`config.mk`:
```
export PLATFORM = sky130hd
export DESIGN_NAME = serial_frame_tx
export DESIGN_NICKNAME = d
export VERILOG_FILES = /design/src/rtl/serial_frame_pkg.sv /design/src/rtl/serial_frame_tx_datapath.sv /design/src/rtl/serial_frame_tx.sv
export SDC_FILE = /design/constraint.sdc
export NUM_CORES = 1
export LEC_CHECK = 0
export CORE_ASPECT_RATIO = 0.75
export CORE_MARGIN = 5
export CORE_UTILIZATION = 55
export DETAILED_ROUTE_END_ITERATION = 6
export PLACE_DENSITY_LB_ADDON = 0.25
export SYNTH_ARGS = -nofsm -noshare
export SYNTH_HDL_FRONTEND = slang
export SYNTH_HIERARCHICAL = 1
export SYNTH_SLANG_ARGS = --single-unit
```
`constraint.sdc`:
```
create_clock -name clk_i -period 5.9 [get_ports clk_i]
set_clock_uncertainty 0.1 [all_clocks]
set_input_delay 1.77 -clock clk_i [delete_from_list [all_inputs] [get_ports clk_i]]
set_output_delay 1.77 -clock clk_i [all_outputs]
set_load 0.02 [all_outputs]
```
`src/rtl/serial_frame_pkg.sv`:
```
// Shared definitions for the serial frame link (transmitter and receiver).
// Holds the controller state encoding, the default field widths and a helper
// for sizing the bit counter.
package serial_frame_pkg;

  localparam int LEN_W_DEF  = 4;
  localparam int DATA_W_DEF = 16;

  typedef enum logic [1:0] {
    IDLE    = 2'd0,
    START   = 2'd1,
    LEN     = 2'd2,
    PAYLOAD = 2'd3
  } state_e;

  // The counter only has to reach max(len_w, data_w) - 1; keep at least 1 bit.
  function automatic int cnt_width(input int len_w, input int data_w);
    int m;
    m = (len_w > data_w) ? len_w : data_w;
    return (m < 2) ? 1 : $clog2(m);
  endfunction

endpackage

```
`src/rtl/serial_frame_tx_datapath.sv`:
```
// Datapath of the serial frame transmitter: effective-length register, payload
// shift register, bit down-counter with zero flag and the registered sout mux.
// Ports:
//   clk_i, rst_i        clock, synchronous active-high reset
//   cap_i               capture clamped length and payload (frame accepted)
//   ld_len_i            load counter for the length field (LEN_W-1)
//   ld_pay_i            load counter for the payload (n-1)
//   dec_i               decrement counter
//   shift_i             shift payload right, zero-filled
//   sel_i               state of the next cycle; selects the next sout source
//   len_i, data_i       raw length and payload from the producer
//   cnt_zero_o          counter is zero (current phase ends this cycle)
//   n_zero_o            captured effective length is zero
//   sout_o              registered serial line
module serial_frame_tx_datapath
  import serial_frame_pkg::*;
#(
  parameter int LEN_W  = LEN_W_DEF,
  parameter int DATA_W = DATA_W_DEF
) (
  input  logic              clk_i,
  input  logic              rst_i,
  input  logic              cap_i,
  input  logic              ld_len_i,
  input  logic              ld_pay_i,
  input  logic              dec_i,
  input  logic              shift_i,
  input  state_e            sel_i,
  input  logic [LEN_W-1:0]  len_i,
  input  logic [DATA_W-1:0] data_i,
  output logic              cnt_zero_o,
  output logic              n_zero_o,
  output logic              sout_o
);

  localparam int CNT_W = cnt_width(LEN_W, DATA_W);

  logic [LEN_W-1:0]  n_in, n_q, n_d, n_m1, n_shr;
  logic [DATA_W-1:0] shift_q, shift_d;
  logic [CNT_W-1:0]  cnt_q, cnt_d;
  logic              sout_q, sout_d;

  always_comb begin
    // Clamp to the payload register size; the line carries the clamped value.
    n_in = (int'(len_i) > DATA_W) ? LEN_W'(DATA_W) : len_i;
    n_d  = cap_i ? n_in : n_q;
    n_m1 = n_q - LEN_W'(1);

    shift_d = shift_q;
    if (cap_i)        shift_d = data_i;
    else if (shift_i) shift_d = shift_q >> 1;

    cnt_d = cnt_q;
    if (ld_len_i)      cnt_d = CNT_W'(LEN_W - 1);
    else if (ld_pay_i) cnt_d = CNT_W'(n_m1);
    else if (dec_i)    cnt_d = cnt_q - CNT_W'(1);

    // sout is registered, so it is computed from next-cycle values.
    n_shr  = n_d >> cnt_d;
    sout_d = 1'b0;
    case (sel_i)
      IDLE:    sout_d = 1'b0;
      START:   sout_d = 1'b1;
      LEN:     sout_d = n_shr[0];
      PAYLOAD: sout_d = shift_d[0];
      default: sout_d = 1'b0;
    endcase
  end

  always_ff @(posedge clk_i) begin
    if (rst_i) begin
      n_q     <= '0;
      shift_q <= '0;
      cnt_q   <= '0;
      sout_q  <= 1'b0;
    end else begin
      n_q     <= n_d;
      shift_q <= shift_d;
      cnt_q   <= cnt_d;
      sout_q  <= sout_d;
    end
  end

  assign cnt_zero_o = (cnt_q == '0);
  assign n_zero_o   = (n_q == '0);
  assign sout_o     = sout_q;

endmodule

```
`src/rtl/serial_frame_tx.sv`:
```
// Serial frame transmitter: start bit, LEN_W-bit length (MSB first), then n
// payload bits (LSB first), with n = min(len, DATA_W). Controller lives here,
// datapath in serial_frame_tx_datapath.
// Ports:
//   clk_i, rst_i   clock, synchronous active-high reset
//   start_i        frame request, accepted when ready_o=1
//   len_i, data_i  payload length and payload, sampled on acceptance
//   ready_o        idle, start will be accepted
//   busy_o         frame in progress
//   sout_o         serial line, idles at 0
//   done_o         one-cycle pulse in the first idle cycle after a frame
//
// state   | meaning
// IDLE    | line 0, ready; start captures n and data
// START   | line 1 for one cycle
// LEN     | length field, LEN_W bits MSB first
// PAYLOAD | n payload bits LSB first
module serial_frame_tx
  import serial_frame_pkg::*;
#(
  parameter int LEN_W  = LEN_W_DEF,
  parameter int DATA_W = DATA_W_DEF
) (
  input  logic              clk_i,
  input  logic              rst_i,
  input  logic              start_i,
  input  logic [LEN_W-1:0]  len_i,
  input  logic [DATA_W-1:0] data_i,
  output logic              ready_o,
  output logic              busy_o,
  output logic              sout_o,
  output logic              done_o
);

  state_e state_q, state_d;
  logic   ready_q, busy_q, done_q;
  logic   cap, ld_len, ld_pay, dec, shift;
  logic   cnt_zero, n_zero;

  always_comb begin
    state_d = state_q;
    cap     = 1'b0;
    ld_len  = 1'b0;
    ld_pay  = 1'b0;
    dec     = 1'b0;
    shift   = 1'b0;
    case (state_q)
      IDLE: begin
        if (start_i) begin
          state_d = START;
          cap     = 1'b1;
        end
      end
      START: begin
        state_d = LEN;
        ld_len  = 1'b1;
      end
      LEN: begin
        if (!cnt_zero) begin
          dec = 1'b1;
        end else if (n_zero) begin
          state_d = IDLE;
        end else begin
          state_d = PAYLOAD;
          ld_pay  = 1'b1;
        end
      end
      PAYLOAD: begin
        if (cnt_zero) begin
          state_d = IDLE;
        end else begin
          dec   = 1'b1;
          shift = 1'b1;
        end
      end
      default: state_d = IDLE;
    endcase
  end

  always_ff @(posedge clk_i) begin
    if (rst_i) begin
      state_q <= IDLE;
      ready_q <= 1'b1;
      busy_q  <= 1'b0;
      done_q  <= 1'b0;
    end else begin
      state_q <= state_d;
      ready_q <= (state_d == IDLE);
      busy_q  <= (state_d != IDLE);
      done_q  <= (state_q != IDLE) && (state_d == IDLE);
    end
  end

  serial_frame_tx_datapath #(
    .LEN_W  (LEN_W),
    .DATA_W (DATA_W)
  ) u_dp (
    .clk_i      (clk_i),
    .rst_i      (rst_i),
    .cap_i      (cap),
    .ld_len_i   (ld_len),
    .ld_pay_i   (ld_pay),
    .dec_i      (dec),
    .shift_i    (shift),
    .sel_i      (state_d),
    .len_i      (len_i),
    .data_i     (data_i),
    .cnt_zero_o (cnt_zero),
    .n_zero_o   (n_zero),
    .sout_o     (sout_o)
  );

  assign ready_o = ready_q;
  assign busy_o  = busy_q;
  assign done_o  = done_q;

endmodule

```
==> results of run 1 <==
logic make-up after synthesis:
kind of cell / synth area share
buffers and inverters: 0.0551
adder cells (fa/ha/maj): 0.0247
multiplexers: 0.134
flip-flops: 0.394
AO/OA/AOI/OAI: 0.146
AND/OR/NAND/NOR: 0.228
XOR/XNOR: 0.0173
tightest hold or removal path, stage by stage, from the launching register on:
cell	delay (ns)
dfxtp_1	0.33
mux2i_1	0.06
nor2_1	0.08
a21oi_1	0.04
nor2_1	0.07
stage by stage:
stage               instances  setup WS [ns]  utilization  hold WS, ns  instance area, sq um
floorplan                 174           2.46            -        0.439                  1520
global placement          227           1.96        0.681        0.484                  1790
detailed placement        227           1.87        0.681        0.495                  1790
CTS                       233           2.13        0.712        0.518                  1870
global route              233           2.01        0.712        0.547                  1870
finish                    233           2.10        0.712        0.523                  1870
report_power, final:
part | switching [W] | leakage [nW] | internal, W
combinational | 0.0000779 | 0.449 | 0.0000742
clock | 0.0000712 | 0.0431 | 0.0000897
sequential | 0.0000155 | 0.247 | 0.000224
cell type report:
type / count / area, sq um / area share
clock buffer: 6 / 82.6 / 0.0442
inverter: 9 / 33.8 / 0.0181
multi-input combinational: 125 / 838 / 0.449
sequential: 30 / 601 / 0.322
tap: 36 / 45.0 / 0.0241
timing repair buffer: 27 / 268 / 0.143
per-layer routing:
layer / vias up / wire length [um] / track usage
li1: 653 / - / -
met1: 600 / 1560 / 0.217
met2: 35 / 1540 / 0.293
met3: 7 / 185 / 0.0596
met4: 0 / 51 / 0.0885
met5: - / 0 / 0
cells in the final DEF (no fill, tap or decap), drive strengths merged, types with 2 or more instances in the layout:
cell type and n:
dfxtp 30, a211oi 4, and2b 2, nor3 4, nor2 37, mux2i 17
inv 9, nor3b 4, clkbuf 6, nand3b 2, mux2 3, a21oi 18
xor2 2, a21o 2, nor2b 7, ha 3, clkdlybuf4s50 26
sequential cells by signal, summed over array words and instances, names as in the netlist:
| signal | count |
|---|---|
| u_dp/sout_o | 1 |
| u_dp/n_q | 4 |
| busy_o | 1 |
| ready_o | 1 |
| u_dp/shift_q | 16 |
| done_o | 1 |
| state_q | 2 |
| u_dp/cnt_q | 4 |
how the worst min path moves through the flow:
stage,depth (start not counted),start,endpoint
3_5_place_dp,4,u_dp/shift_q[0],u_dp/shift_q[0]
4_1_cts,4,u_dp/shift_q[12],u_dp/shift_q[12]
5_1_grt,4,u_dp/shift_q[0],u_dp/shift_q[0]
2_1_floorplan,2,u_dp/n_q[0],u_dp/n_q[0]
6_report,4,u_dp/shift_q[12],u_dp/shift_q[12]
3_3_place_gp,4,u_dp/shift_q[0],u_dp/shift_q[0]
synthesized netlist by cell type (3+ instances only):
| library cell | n |
|---|---|
| a21oi_1 | 18 |
| nor3b_1 | 4 |
| clkbuf_1 | 3 |
| mux2i_1 | 17 |
| inv_1 | 9 |
| a211oi_1 | 4 |
| nor3_1 | 4 |
| ha_1 | 3 |
| buf_2 | 4 |
| mux2_2 | 3 |
| dfxtp_1 | 30 |
| nor2b_1 | 7 |
| nor2_1 | 37 |
==> impl_metrics.env, run 1 <==
export IMPL_die_y_um=55.6
export IMPL_drt_iter0_drc=100
export IMPL_via_per_inst=5.56
export IMPL_ys_top_cells_by_area="dfxtp_1 39%, mux2i_1 11%, nor2_1 9.1%"
export IMPL_crit_arrival_ns=3.86
export IMPL_ys_ff_latch=30
export IMPL_finalSetupViolCount=0
export IMPL_synth_top_area_frac=0.394
export IMPL_clkTransAtPathRegs_ns=0.06
export IMPL_ys_flop_type="dfxtp_1"
export IMPL_wl_um=3340
export IMPL_setup_tns_ns=0
export IMPL_post_synth_top_area_cell="dfxtp_1"
export IMPL_hold_path_class="flip-flop to flip-flop"
export IMPL_gp_congestion=0.856
export IMPL_cts_resized=0
export IMPL_syn_area_per_cell_sq_um=8.75
export IMPL_vias=1295
export IMPL_hold_violations=0
export IMPL_critPathMaxFanout=5
export IMPL_async_flop_share=0
export IMPL_insertion_delay_ns=0.28
export IMPL_core_area_sq_um=2620
export IMPL_dieArea_sq_um=3930
export IMPL_clock_root_buffer="clkbuf_8"
export IMPL_cp_top_family="buffers and inverters"
export IMPL_cts_tree="yes"
export IMPL_drive_gt1_frac=0.0812
export IMPL_wire_per_inst_um=14.3
export IMPL_cpMaxStageDelayCell="clkdlybuf4s50_1"
export IMPL_drc=0
export IMPL_nNetsFinal=224
export IMPL_synth_cell_type_count=39
export IMPL_cts_htree_levels=2
export IMPL_period_share=0.644
export IMPL_postCtsHoldBufs=0
export IMPL_clkSinkCount=30
export IMPL_ff2ff_path_depth=10
export IMPL_dr_pass1_iters=4
export IMPL_finalPower_w=0.000552
export IMPL_worst_path_stages=8
export IMPL_clock_path_buffers=2
export IMPL_post_cts_setup_buffers=0
export IMPL_crit_end="u_dp/sout_o"
export IMPL_rows=16
export IMPL_crit_path_start="start_i"
export IMPL_power_density_nw_per_um2=296
export IMPL_die_w_um=70.8
export IMPL_dpl_hpwl_um=2320
export IMPL_critPathMaxStageDelay_ns=0.48
export IMPL_drv_slew=0
export IMPL_cts_buffers_inserted=5
export IMPL_start_util=0.581
export IMPL_fmax_ghz=0.263
export IMPL_min_period_ns=3.80
export IMPL_synthCells=174
export IMPL_grt_overflow=0
export IMPL_max_vdd_ir_drop_mv=0.161
export IMPL_path_cells="clkdlybuf4s50_1 > or3b_4 > inv_1 > mux2_2 > a211oi_1 > a211oi_1 > o221ai_1 > a21oi_1"
export IMPL_status="completed"
export IMPL_worst_slew_pin_slew_ns=1.10
export IMPL_r2r_end="u_dp/sout_o"
export IMPL_rrSetupSlack_ns=2.95
export IMPL_synth_enable_flop_cells=0
export IMPL_power_leakage_nw=0.739
export IMPL_ant_nets=0
export IMPL_required_ns=5.96
export IMPL_max_slew_margin=0.266
export IMPL_rsz0062_at_grt="false"
export IMPL_critPathMostFrequentCell="a211oi_1"
export IMPL_maxCapViolations=0
export IMPL_yosysSeqAreaShare=0.394
export IMPL_grt_pass1_vias=1257
export IMPL_crit_path_start_kind="input port"
export IMPL_end_kind="flip-flop"
export IMPL_grt_max_degree=33
export IMPL_grt_use_total=0.182
export IMPL_portBuffers=26
export IMPL_pin_count=27
export IMPL_antenna_found_initial=0
export IMPL_synth_warnings=6
export IMPL_crit_type="input port to flip-flop"
export IMPL_antenna_cells=0
export IMPL_fill_cells=187
export IMPL_synthToLayoutAreaGrowth_pct=22.7
export IMPL_path_buf_inv=2
export IMPL_syn_num_nets=200
export IMPL_syn_area_sq_um=1520
export IMPL_grt_pass1_wl_um=5640
export IMPL_worstReg2RegStart="u_dp/cnt_q[0]"
(Power assumes the default switching activity.)
==> run 2: changes to the inputs <==
- CORE_UTILIZATION: 55 -> 46
- clock period: 5.9 -> 3.2 ns (I/O delays scaled with it)
==> run 2 against run 1 <==
Register-to-register slack worse by 2.5 ns. Critical path depth stayed put. Total power up 97%. Worst setup slack worse by 1.8 ns. Sequential share of layout area fell by 0.86 points. Via count is 3.8% lower. Non-clock buffer count increased by 2. Combinational power up 86%. Critical path type unchanged. Die area up 16%.
==> impl_metrics.env, run 2 (synthesized netlist as in run 1, its figures left out) <==
export IMPL_die_y_um=59.8
export IMPL_wl_um=3200
export IMPL_grt_pass1_vias=1191
export IMPL_clkTransAtPathRegs_ns=0.06
export IMPL_rsz0062_at_grt="false"
export IMPL_period_share=0.900
export IMPL_fmax_ghz=0.347
export IMPL_max_slew_margin=0.481
export IMPL_power_leakage_nw=0.767
export IMPL_required_ns=3.27
export IMPL_wire_per_inst_um=13.3
export IMPL_comb_power_share=0.259
export IMPL_crit_path_start_kind="input port"
export IMPL_clkSinkCount=30
export IMPL_power_frac_clock=0.336
export IMPL_dr_pass1_iters=5
export IMPL_layout_setup_ws_ns=0.319
export IMPL_switchingPower_w=0.000307
export IMPL_grt_pass1_wl_um=5280
export IMPL_reg_top3="u_dp/shift_q: 16 flops, u_dp/cnt_q: 4 flops, u_dp/n_q: 4 flops"
export IMPL_antenna_cells=0
export IMPL_vias=1246
export IMPL_min_period_ns=2.88
export IMPL_antenna_found_initial=0
export IMPL_dp_cells=233
export IMPL_power_density_nw_per_um2=567
export IMPL_hold_path_class="flip-flop to flip-flop"
export IMPL_pin_count=27
export IMPL_rows=18
export IMPL_cts_tree="yes"
export IMPL_end_kind="flip-flop"
export IMPL_setup_tns_ns=0
export IMPL_ant_nets=0
export IMPL_max_vdd_ir_drop_mv=0.358
export IMPL_p_int_w=0.000782
export IMPL_finalSetupViolCount=0
export IMPL_clock_path_buffers=2
export IMPL_fill_cells=294
export IMPL_cts_buffers_inserted=5
export IMPL_crit_type="input port to flip-flop"
export IMPL_drive_gt1_frac=0.104
export IMPL_dieArea_sq_um=4570
export IMPL_core_area_sq_um=3240
export IMPL_dp_worst_setup_slack_ns=0.0611
export IMPL_grt_use_total=0.146
export IMPL_largest_reg_flops=16
export IMPL_hold_violations=0
export IMPL_clock_root_buffer="clkbuf_8"
export IMPL_via_per_inst=5.17
export IMPL_finalNonFillerCells=241
export IMPL_die_w_um=76.4
export IMPL_cts_htree_levels=2
export IMPL_drc=0
export IMPL_grt_max_degree=33
export IMPL_path_cells="clkdlybuf4s50_1 > or3b_4 > inv_1 > mux2_2 > a211oi_1 > a221oi_2 > o221ai_1 > a21oi_1"
export IMPL_gp_congestion=0.797
export IMPL_maxCapViolations=0
export IMPL_power_frac_seq=0.405
export IMPL_largest_register="u_dp/shift_q"
export IMPL_dpl_hpwl_um=2360
export IMPL_swShare=0.282
export IMPL_critPathMaxFanout=4
export IMPL_critPathMaxStageDelay_ns=0.48
export IMPL_drt_iter0_drc=101
export IMPL_crit_arrival_ns=2.95
export IMPL_worst_slew_pin_slew_ns=0.778
export IMPL_post_cts_setup_buffers=0
export IMPL_portBuffers=26
export IMPL_cpMaxStageDelayCell="clkdlybuf4s50_1"
export IMPL_layout_commonest_cell="nor2_1"
export IMPL_status="completed"
export IMPL_grt_overflow=0
export IMPL_drv_slew=0
export IMPL_synthToLayoutAreaGrowth_pct=26.0
export IMPL_start_util=0.470
export IMPL_nNetsFinal=226
export IMPL_insertion_delay_ns=0.28
export IMPL_final_cell_mix="37 x nor2_1, 30 x dfxtp_1, 26 x clkdlybuf4s50_1"
run 2: cell count changes in the layout (fill, tap and decap cells not counted):
cell | before | now
nor3b_1 | 4 | 3
buf_4 | 1 | 3
clkbuf_8 | 6 | 5
bufinv_16 | 0 | 1
clkinv_2 | 0 | 2
nor3b_2 | 0 | 1
run 2: repair_timing:
action                                  CTS  global route
resized for setup                         0             1
hold buffers                              0             0
endpoints found under the setup margin    0             1
run 2: worst paths after layout:
kind | start | to | slack [ns] | cells after the start
max | start_i | u_dp/sout_o | 0.32 | 8
min | u_dp/shift_q[1] | u_dp/shift_q[1] | 0.52 | 4
max reg2reg | u_dp/cnt_q[0] | u_dp/sout_o | 0.42 | 9
min reg2reg | u_dp/shift_q[1] | u_dp/shift_q[1] | 0.52 | 4
run 2: critical path: cells and delay by family:
family                 cells  cell delay [ns]
AOI/OAI and AO/OA          4             0.60
and+or+nand+nor            1             0.40
muxes                      1             0.36
buffers and inverters      2             0.62
run 2: layout make-up:
cell class,instances,area [sq um],share of cell area
clock buffers,5,68.8,0.0359
clock inverters,3,40.0,0.0209
inverters,9,33.8,0.0176
multi-input cells,125,843,0.439
flip-flops and latches,30,601,0.313
well taps,40,50.0,0.0261
repair buffers,29,283,0.147
run 2: metal layers:
metal | global-route usage | share of wire | up-vias
met2 | 0.232 | 0.45 | 25
met4 | 0.0524 | 0.014 | 0
li1 | - | - | 655
met3 | 0.0663 | 0.060 | 6
met5 | 0 | 0 | -
met1 | 0.177 | 0.48 | 560
run 2: stage by stage:
| stage | utilization | hold WS (ns) | cell area, sq um | power (W) |
|---|---|---|---|---|
| 3_3_place_gp | 0.557 | 0.488 | 1810 | 0.000715 |
| 2_1_floorplan | - | 0.439 | 1520 | 0.000641 |
| 6_report | 0.592 | 0.518 | 1920 | 0.00109 |
| 3_5_place_dp | 0.557 | 0.504 | 1810 | 0.000725 |
| 5_1_grt | 0.592 | 0.538 | 1920 | 0.00116 |
| 4_1_cts | 0.590 | 0.523 | 1910 | 0.00110 |
run 2: power groups by stage:
stage | clock, W | sequential [W] | combinational, W
3_5_place_dp | 0 | 0.000448 | 0.000277
5_1_grt | 0.000398 | 0.000446 | 0.000314
2_1_floorplan | 0 | 0.000448 | 0.000193
3_3_place_gp | 0 | 0.000446 | 0.000269
4_1_cts | 0.000377 | 0.000440 | 0.000279
6_report | 0.000366 | 0.000441 | 0.000282
==> run 3: changes to the inputs <==
- ABC_AREA: default -> 1
==> run 3 against run 2 <==
Sequential share of layout area grew 0.82 points. Total power down 0.55%. Via count increased by 12%. Combinational power up 24%. Area after synthesis down 1.2%. Fmax is 20% higher. Hold slack got worse by 0.15 ns.
==> impl_metrics.env, run 3 <==
export IMPL_status="completed"
export IMPL_grt_pass1_wl_um=5350
export IMPL_yosysMostFrequentCell="nand2_1"
export IMPL_path_cells="clkdlybuf4s50_1 > nand2_2 > inv_1 > inv_2 > nand2_1 > o21ai_1 > nand3_1 > nand3_1 > nand2_1 > nand2_1 > a21oi_2"
export IMPL_synth_enable_flop_cells=0
export IMPL_largest_reg_flops=16
export IMPL_dieArea_sq_um=4530
export IMPL_async_flop_share=0
export IMPL_power_frac_seq=0.415
export IMPL_syn_num_nets=253
export IMPL_crit_type="input port to flip-flop"
export IMPL_period_share=0.751
export IMPL_ys_ff_latch=30
export IMPL_critPathMaxFanout=24
export IMPL_post_synth_top_area_cell="dfxtp_1"
export IMPL_finalPower_w=0.00108
export IMPL_switchingPower_w=0.000370
export IMPL_end_kind="flip-flop"
export IMPL_postCtsHoldBufs=0
export IMPL_required_ns=3.24
export IMPL_core_area_sq_um=3220
export IMPL_grt_use_total=0.148
export IMPL_cpMaxStageDelayCell="clkdlybuf4s50_1"
export IMPL_grt_pass1_vias=1213
export IMPL_worst_slew_pin_slew_ns=0.683
export IMPL_p_int_w=0.000713
export IMPL_worst_path_stages=11
export IMPL_gp_congestion=0.804
export IMPL_ys_top_cells_by_count="68 x nand2_1, 30 x dfxtp_1, 27 x inv_1, 27 x nand3_1, 23 x nor2_1"
export IMPL_synthToLayoutAreaGrowth_pct=24.3
export IMPL_reg_top3="u_dp/shift_q: 16 flops, u_dp/cnt_q: 4 flops, u_dp/n_q: 4 flops"
export IMPL_crit_path_start_kind="input port"
export IMPL_antenna_found_initial=0
export IMPL_clock_path_buffers=2
export IMPL_finalSetupViolCount=0
export IMPL_layout_commonest_cell="nand2_1"
export IMPL_wl_um=3170
export IMPL_cts_resized=0
export IMPL_crit_path_start="start_i"
export IMPL_wire_per_inst_um=10.8
export IMPL_rows=18
export IMPL_syn_area_sq_um=1510
export IMPL_clkTransAtPathRegs_ns=0.06
export IMPL_fmax_ghz=0.416
export IMPL_clkSinkCount=30
export IMPL_crit_end="u_dp/sout_o"
export IMPL_start_util=0.467
export IMPL_nNetsFinal=281
export IMPL_die_w_um=76.1
export IMPL_portBuffers=26
export IMPL_yosysSeqAreaShare=0.399
export IMPL_ys_top_cells_by_area="dfxtp_1 40%, nand2_1 17%, nand3_1 9.0%"
export IMPL_cts_htree_levels=2
export IMPL_synth_warnings=6
export IMPL_path_buf_inv=3
export IMPL_synthCells=227
export IMPL_synth_top_area_frac=0.399
export IMPL_cts_buffers_inserted=5
export IMPL_swShare=0.342
export IMPL_max_vdd_ir_drop_mv=0.292
export IMPL_syn_area_per_cell_sq_um=6.63
export IMPL_maxCapViolations=0
export IMPL_fill_cells=338
export IMPL_final_cell_mix="68 x nand2_1, 30 x dfxtp_1, 27 x inv_1, 27 x nand3_1, 26 x clkdlybuf4s50_1"
export IMPL_min_period_ns=2.40
export IMPL_clock_root_buffer="clkbuf_8"
export IMPL_crit_arrival_ns=2.44
export IMPL_drv_slew=0
export IMPL_comb_power_share=0.322
export IMPL_antenna_cells=0
export IMPL_hold_path_class="flip-flop to flip-flop"
export IMPL_via_per_inst=4.73
export IMPL_dpl_hpwl_um=2260
export IMPL_rsz0062_at_grt="false"
export IMPL_stdcell_area_sq_um=1870
export IMPL_drive_gt1_frac=0.0980
export IMPL_critPathMaxStageDelay_ns=0.42
export IMPL_dr_pass1_iters=4
export IMPL_vias=1396
export IMPL_r2r_end="u_dp/sout_o"
export IMPL_synth_cell_type_count=22
export IMPL_hold_violations=0
export IMPL_worstReg2RegStart="u_dp/cnt_q[0]"
export IMPL_ys_flop_type="dfxtp_1"
export IMPL_grt_overflow=0
export IMPL_post_cts_setup_buffers=0
export IMPL_critPathMostFrequentCell="nand2_1"
export IMPL_ff2ff_path_depth=12
export IMPL_max_slew_margin=0.543
export IMPL_cp_top_family="buffers and inverters"
export IMPL_grt_max_degree=25
export IMPL_power_frac_clock=0.263
export IMPL_postPlaceCellArea_sq_um=1790
export IMPL_power_density_nw_per_um2=579
export IMPL_power_leakage_nw=0.856
export IMPL_fin_util=0.581
export IMPL_insertion_delay_ns=0.28
export IMPL_largest_register="u_dp/shift_q"
export IMPL_die_y_um=59.5
export IMPL_setup_tns_ns=0
export IMPL_drc=0
export IMPL_drt_iter0_drc=68
export IMPL_rrSetupSlack_ns=1.01
export IMPL_pin_count=27
export IMPL_cts_tree="yes"
export IMPL_ant_nets=0
run 3: cell count changes after synthesis, moves of 6 or more:
cell	delta
nand2_1	+67
nand3_1	+26
inv_1	+18
mux2i_1	-17
a21oi_1	-15
nor2_1	-14
a31oi_1	+12
nor2b_1	-7
o21ai_1	+6
run 3: metrics by stage:
| step | std cells | setup WS (ns) | hold slack [ns] |
|---|---|---|---|
| 6_report | 295 | 0.798 | 0.372 |
| 5_1_grt | 295 | 0.675 | 0.384 |
| 4_1_cts | 295 | 0.823 | 0.365 |
| 3_5_place_dp | 288 | 0.525 | 0.357 |
| 3_3_place_gp | 288 | 0.585 | 0.354 |
| 2_1_floorplan | 227 | 1.15 | 0.341 |
run 3: power groups by stage:
stage	Combinational (W)	Clock, W	Sequential [W]
2_1_floorplan	0.000251	0	0.000463
3_3_place_gp	0.000345	0	0.000457
3_5_place_dp	0.000349	0	0.000457
4_1_cts	0.000350	0.000293	0.000449
5_1_grt	0.000399	0.000311	0.000456
6_report	0.000349	0.000285	0.000450
run 3: worst min path at each step:
| stage | startpoint | endpoint | slack (ns) | cells past startpoint |
|---|---|---|---|---|
| floorplan | u_dp/shift_q[15] | u_dp/shift_q[15] | 0.34 | 2 |
| global placement | u_dp/shift_q[15] | u_dp/shift_q[15] | 0.35 | 2 |
| detailed placement | u_dp/shift_q[15] | u_dp/shift_q[15] | 0.36 | 2 |
| CTS | u_dp/shift_q[15] | u_dp/shift_q[15] | 0.36 | 2 |
| global route | u_dp/shift_q[4] | u_dp/shift_q[4] | 0.38 | 2 |
| finish | u_dp/shift_q[15] | u_dp/shift_q[15] | 0.37 | 2 |
run 3: logic make-up (layout without fill, tap and decap cells):
kind of cell / Yosys count / count (layout) / share of synthesized area
DFF: 30 / 30 / 0.399
AOI/OAI and AO/OA: 23 / 23 / 0.0906
buffers and inverters: 40 / 68 / 0.111
adders and majority gates: 3 / 3 / 0.0249
and+or+nand+nor: 130 / 130 / 0.368
xor gates and xnor gates: 1 / 1 / 0.00582
run 3: layout make-up:
| type | count | area [sq um] | share of cell area |
|---|---|---|---|
| tap | 40 | 50.0 | 0.0268 |
| sequential | 30 | 601 | 0.321 |
| clock buffer | 7 | 76.3 | 0.0408 |
| multi-input combinational | 157 | 737 | 0.394 |
| timing repair buffer | 30 | 290 | 0.155 |
| inverter | 31 | 116 | 0.0622 |
run 3: worst reg2reg max path, cell delays in order, from the launching register on:
cell and delay [ns]:
dfxtp_1 0.37, inv_1 0.07, ha_1 0.23, nand2_1 0.07, nor2_1 0.06, inv_1 0.06
nand3_1 0.12, inv_1 0.42, nand2_1 0.10, o211ai_1 0.09, o21ai_1 0.12, o21ai_1 0.17
a21oi_2 0.07
run 3: metal layers:
layer / vias to the layer above / track usage / share of wire
met1: 595 / 0.216 / 0.55
met2: 30 / 0.189 / 0.39
met3: 6 / 0.0456 / 0.046
met4: 0 / 0.0823 / 0.019
li1: 765 / - / -
met5: - / 0 / 0
